[config.mk]
export PLATFORM = sky130hd
export DESIGN_NAME = cpu_axi_bridge
export DESIGN_NICKNAME = d
export VERILOG_FILES = /design/src/rtl/cpu_axi_bridge.sv
export SDC_FILE = /design/constraint.sdc
export NUM_CORES = 1
export LEC_CHECK = 0
export BUFFER_PORTS_ARGS = -buffer_cell sky130_fd_sc_hd__buf_2
export CAP_MARGIN = 20
export CORE_MARGIN = 2
export CORE_UTILIZATION = 23
export DETAILED_ROUTE_END_ITERATION = 7
export SYNTH_ARGS = -nofsm -noshare
export SYNTH_HDL_FRONTEND = slang
export SYNTH_SLANG_ARGS = --single-unit
[constraint.sdc]
create_clock -name clk -period 2.22 [get_ports clk]
set_clock_uncertainty 0.05 [all_clocks]
set_input_delay 0.222 -clock clk [delete_from_list [all_inputs] [get_ports clk]]
set_output_delay 0.222 -clock clk [all_outputs]
set_load 0.01 [all_outputs]
[src/rtl/cpu_axi_bridge.sv]
// cpu_axi_bridge: turns the core's sram-like inst/data request ports into a
// single AXI3 master. One read and one write may be outstanding at a time,
// and every transfer is a single beat.
// Optional feature macro: AXI_RDATA_BYPASS_EN -- when defined, read data and
// the matching data_ok come straight from the R channel in the R_R state
// instead of one cycle later from registers.
//
// Handshake rule, for every AXI channel: a transfer happens on a cycle where
// valid and ready are both 1; once valid rises, it and its payload stay
// stable until that cycle, and ready may be asserted independently of valid.
// On the CPU side a request is taken on the cycle where req & addr_ok.
module cpu_axi_bridge #(
  parameter logic [3:0] DATA_ARID = 4'd1
) (
  input  logic        clk,
  input  logic        resetn,
  // instruction port
  input  logic        inst_sram_req,
  input  logic [31:0] inst_sram_addr,
  output logic        inst_sram_addr_ok,
  output logic        inst_sram_data_ok,
  output logic [31:0] inst_sram_rdata,
  // data port
  input  logic        data_sram_req,
  input  logic        data_sram_wr,
  input  logic [1:0]  data_sram_size,
  input  logic [31:0] data_sram_addr,
  input  logic [3:0]  data_sram_wstrb,
  input  logic [31:0] data_sram_wdata,
  output logic        data_sram_addr_ok,
  output logic        data_sram_data_ok,
  output logic [31:0] data_sram_rdata,
  // AXI read address / data
  output logic [3:0]  arid,
  output logic [31:0] araddr,
  output logic [2:0]  arsize,
  output logic        arvalid,
  input  logic        arready,
  input  logic [31:0] rdata,
  input  logic        rvalid,
  output logic        rready,
  // AXI write address / data / response
  output logic [31:0] awaddr,
  output logic [2:0]  awsize,
  output logic        awvalid,
  input  logic        awready,
  output logic [31:0] wdata,
  output logic [3:0]  wstrb,
  output logic        wvalid,
  input  logic        wready,
  input  logic        bvalid,
  output logic        bready,
  // FSM state visibility
  output logic [1:0]  rd_state_dbg,
  output logic [1:0]  wr_state_dbg
);

  typedef enum logic [1:0] {R_IDLE = 2'd0, R_AR = 2'd1, R_R = 2'd2} rd_state_t;
  typedef enum logic [1:0] {W_IDLE = 2'd0, W_AW = 2'd1, W_B = 2'd2} wr_state_t;

  rd_state_t rd_state, rd_next;
  wr_state_t wr_state, wr_next;

  logic rd_is_data;          // read in flight belongs to the data port
  logic aw_done, w_done;     // per-channel handshake already completed in W_AW
  logic data_wr_ok_q;        // store completion pulse

  logic r_idle, w_idle;
  logic data_load_req, data_store_req, data_load_busy;
  logic load_acc, store_acc, inst_acc, rd_acc;
  logic rd_hs;
  logic inst_rd_ok, data_rd_ok;

  assign r_idle         = (rd_state == R_IDLE);
  assign w_idle         = (wr_state == W_IDLE);
  assign data_load_req  = data_sram_req & ~data_sram_wr;
  assign data_store_req = data_sram_req &  data_sram_wr;
  assign data_load_busy = ~r_idle & rd_is_data;

  // Loads need both sides idle so the data port stays strictly in order;
  // loads also take priority over inst fetches for the read channel.
  assign data_sram_addr_ok = (data_load_req & r_idle & w_idle) |
                             (data_store_req & w_idle & ~data_load_busy);
  assign inst_sram_addr_ok = inst_sram_req & r_idle & ~data_load_req;

  assign load_acc  = data_load_req  & data_sram_addr_ok;
  assign store_acc = data_store_req & data_sram_addr_ok;
  assign inst_acc  = inst_sram_addr_ok;
  assign rd_acc    = load_acc | inst_acc;
  assign rd_hs     = rvalid & rready;

  assign rd_state_dbg = rd_state;
  assign wr_state_dbg = wr_state;

  // Read FSM state register
  always_ff @(posedge clk or negedge resetn) begin
    if (!resetn) rd_state <= R_IDLE;
    else         rd_state <= rd_next;
  end

  // Read FSM next state and AR/R channel controls
  always_comb begin
    rd_next = rd_state;
    arvalid = 1'b0;
    rready  = 1'b0;
    case (rd_state)
      R_IDLE: if (rd_acc) rd_next = R_AR;
      R_AR: begin
        arvalid = 1'b1;
        if (arready) rd_next = R_R;
      end
      R_R: begin
        rready = 1'b1;
        if (rvalid) rd_next = R_IDLE;
      end
      default: rd_next = R_IDLE;
    endcase
  end

  // Latch the accepted read request; AR fields never come from the inputs directly
  always_ff @(posedge clk or negedge resetn) begin
    if (!resetn) begin
      rd_is_data <= 1'b0;
      arid       <= 4'd0;
      araddr     <= 32'd0;
      arsize     <= 3'd0;
    end else if (r_idle && rd_acc) begin
      rd_is_data <= load_acc;
      arid       <= load_acc ? DATA_ARID : 4'd0;
      araddr     <= load_acc ? data_sram_addr : inst_sram_addr;
      arsize     <= load_acc ? {1'b0, data_sram_size} : 3'd2;
    end
  end

`ifdef AXI_RDATA_BYPASS_EN
  // Read return straight from the R channel during the handshake cycle
  assign inst_rd_ok      = rd_hs & ~rd_is_data;
  assign data_rd_ok      = rd_hs &  rd_is_data;
  assign inst_sram_rdata = inst_rd_ok ? rdata : 32'd0;
  assign data_sram_rdata = data_rd_ok ? rdata : 32'd0;
`else
  logic        inst_rd_ok_q, data_rd_ok_q;
  logic [31:0] inst_rdata_q, data_rdata_q;

  // Capture read data on the R handshake and pulse data_ok one cycle later
  always_ff @(posedge clk or negedge resetn) begin
    if (!resetn) begin
      inst_rd_ok_q <= 1'b0;
      data_rd_ok_q <= 1'b0;
      inst_rdata_q <= 32'd0;
      data_rdata_q <= 32'd0;
    end else begin
      inst_rd_ok_q <= rd_hs & ~rd_is_data;
      data_rd_ok_q <= rd_hs &  rd_is_data;
      if (rd_hs && !rd_is_data) inst_rdata_q <= rdata;
      if (rd_hs &&  rd_is_data) data_rdata_q <= rdata;
    end
  end

  assign inst_rd_ok      = inst_rd_ok_q;
  assign data_rd_ok      = data_rd_ok_q;
  assign inst_sram_rdata = inst_rdata_q;
  assign data_sram_rdata = data_rdata_q;
`endif

  assign inst_sram_data_ok = inst_rd_ok;
  assign data_sram_data_ok = data_rd_ok | data_wr_ok_q;

  // Write FSM state register
  always_ff @(posedge clk or negedge resetn) begin
    if (!resetn) wr_state <= W_IDLE;
    else         wr_state <= wr_next;
  end

  // Write FSM next state and AW/W/B channel controls
  always_comb begin
    wr_next = wr_state;
    awvalid = 1'b0;
    wvalid  = 1'b0;
    bready  = 1'b0;
    case (wr_state)
      W_IDLE: if (store_acc) wr_next = W_AW;
      W_AW: begin
        awvalid = ~aw_done;
        wvalid  = ~w_done;
        // AW and W finish independently; move on once both have completed
        if ((aw_done | awready) && (w_done | wready)) wr_next = W_B;
      end
      W_B: begin
        bready = 1'b1;
        if (bvalid) wr_next = W_IDLE;
      end
      default: wr_next = W_IDLE;
    endcase
  end

  // Latch the accepted store and track which of AW/W has handshaken
  always_ff @(posedge clk or negedge resetn) begin
    if (!resetn) begin
      awaddr  <= 32'd0;
      awsize  <= 3'd0;
      wdata   <= 32'd0;
      wstrb   <= 4'd0;
      aw_done <= 1'b0;
      w_done  <= 1'b0;
    end else if (w_idle && store_acc) begin
      awaddr  <= data_sram_addr;
      awsize  <= {1'b0, data_sram_size};
      wdata   <= data_sram_wdata;
      wstrb   <= data_sram_wstrb;
      aw_done <= 1'b0;
      w_done  <= 1'b0;
    end else if (wr_state == W_AW) begin
      if (awvalid && awready) aw_done <= 1'b1;
      if (wvalid && wready)   w_done  <= 1'b1;
    end
  end

  // Store completion pulse, one cycle after the B handshake
  always_ff @(posedge clk or negedge resetn) begin
    if (!resetn) data_wr_ok_q <= 1'b0;
    else         data_wr_ok_q <= bvalid & bready;
  end

endmodule

==> results.sh <==
export IMPL_overflow=0
export IMPL_r2r_start="rd_state_dbg[0]"
export IMPL_fin_crit_sh=0.9269
export IMPL_whs_endpoint="araddr[27]"
export IMPL_core_area_sq_um=32290
export IMPL_gp_congestion=0.7572
export IMPL_crit_chain="nor2_4 > buf_4 > o2111a_1 > buf_2"
export IMPL_critical_path_buf_inv_count=2
export IMPL_clock_path_buffers=2
export IMPL_ys_seq_elements=178
export IMPL_required_ns=1.95
export IMPL_period_minus_slack_ns=2.058
export IMPL_postSynthAreaPerCell_sq_um=13.88
export IMPL_crit_path_start_kind="flip-flop"
export IMPL_worstSetupPathType="flip-flop to output port"
export IMPL_synth_area_leaders="dfrtp_1 (59%), mux2_2 (17%), mux2_4 (3.6%), o31ai_1 (3.2%), a31oi_1 (2.8%)"
export IMPL_startpoint="rd_state_dbg[0]"
export IMPL_cts_root_buf="clkbuf_16"
export IMPL_synth_area_leader_cell="dfrtp_1"
export IMPL_async_flop_share=1.000
export IMPL_seq_area_frac_synth=0.5942
export IMPL_hold_class="input port to flip-flop"
export IMPL_grt_max_degree=63
export IMPL_dp_hpwl_um=16650
export IMPL_synth_ff_type="dfrtp_1"
export IMPL_reg2reg_depth=3
export IMPL_drive_gt1_frac=0.5248
export IMPL_grt_pass1_wl_um=36790
export IMPL_slew_headroom=0.4834
export IMPL_synth_edf_count=0
export IMPL_crit_fanout=18
export IMPL_rrSetupSlack_ns=0.37
export IMPL_num_vias=6328
export IMPL_clkSlewWorstSetupHoldPaths_ns=0.07
export IMPL_yosysWarnings=0
export IMPL_rsz0062_at_grt="false"
export IMPL_port_buffer_count=325
export IMPL_cp_slowest_stage_delay_ns=0.51
export IMPL_worst_slack_ns=0.1623
export IMPL_first_iter_violations=170
export IMPL_fin_tns_setup_ns=0
export IMPL_synth_top_area_share=0.5942
export IMPL_post_drt_wl_per_cell_um=16.69
export IMPL_areaGrowthSynthToFinish_pct=55.78
export IMPL_io_pins=331
export IMPL_routed_via_density=4.352
export IMPL_final_common_cell="buf_2"
export IMPL_max_freq_mhz=486.0
export IMPL_hold_violations=0
export IMPL_worstHoldStart="inst_sram_addr[27]"
export IMPL_final_cell_mix="buf_2 (324), dfrtp_1 (178), dlygate4sd3_1 (139)"
export IMPL_dr_pass1_iters=4
export IMPL_cts_made_buffers=17
export IMPL_timing_rr_end="araddr[13]"
export IMPL_syn_inst=540
export IMPL_setup_viol=0
export IMPL_holdBufCountCts=139
export IMPL_clock_latency_ns=0.44
export IMPL_grt_usage=0.1416
export IMPL_finalMaxSlewViolations=0
export IMPL_die_height_um=184.5
export IMPL_critical_path_top_delay_family="flip-flops"
export IMPL_start_util=0.2322
export IMPL_die_area_sq_um=34050
export IMPL_drt_wl_total_um=24260
export IMPL_tightest_slew_ns=0.7749
export IMPL_cp_data_arrival_time_ns=1.79
export IMPL_htreeDepth=4
export IMPL_synth_area_sq_um=7496
export IMPL_post_cts_resized=0
export IMPL_antenna_found_initial=2
export IMPL_min_path_cells=3
export IMPL_max_vdd_ir_drop_mv=0.6486
export IMPL_power_density_nw_per_um2=1308
export IMPL_place_ws_ns=0.3345
export IMPL_status="completed"
export IMPL_fillCellCount=3157
export IMPL_drc=0
export IMPL_grt_pass1_vias=6777
export IMPL_cp_slowest_cell="dfrtp_1"
export IMPL_dieWidth_um=184.5
export IMPL_cts_num_sinks=178
export IMPL_ys_types=38
export IMPL_cts_tree="done"
export IMPL_fin_nets=1141
export IMPL_post_cts_setup_buffer_count=0
export IMPL_ant_nets=0
export IMPL_rows=66
export IMPL_leakagePower_uw=0.005457
export IMPL_crit_path_end_kind="output port"
export IMPL_max_cap_violations=0
## worst max-delay path by stage
stage | cells after the start | endpoint
after global routing | 4 | data_sram_addr_ok
after CTS | 4 | data_sram_addr_ok
final | 4 | data_sram_addr_ok
after floorplan | 5 | wdata[13]
after detailed placement | 4 | arsize[0]
after global placement | 4 | arsize[0]
## cell type report
cell class	instances	area, sq um	share of cell area
clock inverters	15	190.2	0.01629
clock buffers	17	425.4	0.03643
multi-input cells	306	2720	0.2329
flip-flops and latches	178	4454	0.3814
repair buffers	486	3299	0.2825
diodes	2	5.005	0.0004286
well taps	442	553.0	0.04736
inverters	8	30.03	0.002572
## worst register-to-register path: stages, from the launching register on
cell	delay [ns]
dfrtp_1	0.51
or2_2	0.65
o31ai_1	0.39
a31oi_1	0.13
## power by group
part           switching, uW  internal (uW)  total [uW]
logic                   3260           3110        6370
registers                904           4860        5760
clock network           1510           1620        3140
## stage by stage
step	cell area, sq um	instances	hold WS, ns	total power (uW)	util
floorplan	7511	544	-0.1236	9322	-
global placement	9638	1280	0.2199	11860	0.2985
detailed placement	9638	1280	0.2208	12000	0.2985
CTS	11640	1451	0.009025	15460	0.3607
global route	11670	1452	0.005086	16260	0.3615
finish	11680	1454	0.04118	15270	0.3617
## metal layers
layer | wire, um | global-route usage | part of all wire | up-vias
li1 | - | - | - | 2923
met1 | 9805 | 0.1598 | 0.40 | 3116
met2 | 11930 | 0.2395 | 0.49 | 253
met3 | 1945 | 0.05671 | 0.080 | 34
met4 | 569 | 0.05440 | 0.023 | 2
met5 | 13 | 0 | 0.00054 | -
## logic make-up (layout without fill, tap and decap cells)
group	after synthesis	after routing	synth area share
flip-flops	178	178	0.5942
AND/OR/NAND/NOR	91	91	0.07745
multiplexers	134	134	0.2103
buffers and inverters	60	526	0.04724
other	1	7	0.0005003
AO/OA/AOI/OAI	76	76	0.07027
## synthesized netlist by cell type, types with 2 or more instances
library cell	count
a21oi_1	2
a31oi_1	33
and3_1	2
buf_1	3
buf_2	10
buf_4	7
buf_6	12
clkbuf_1	20
dfrtp_1	178
inv_1	8
mux2_1	4
mux2_2	112
mux2_4	18
nand2_1	2
nand2b_1	2
nand4_1	32
nor2_1	6
nor2b_1	4
nor3_1	23
nor3_2	10
o21ai_0	3
o31ai_1	32
or2_2	2
## registers in the layout (all words and copies together) (netlist names), 2 cells and up
register / cells
arsize: 2
wr_state_dbg: 2
wdata: 32
inst_sram_rdata: 32
wstrb: 4
awaddr: 32
rd_state_dbg: 2
araddr: 32
awsize: 2
data_sram_rdata: 32
No activity file was read; power rests on OpenSTA's default activity.
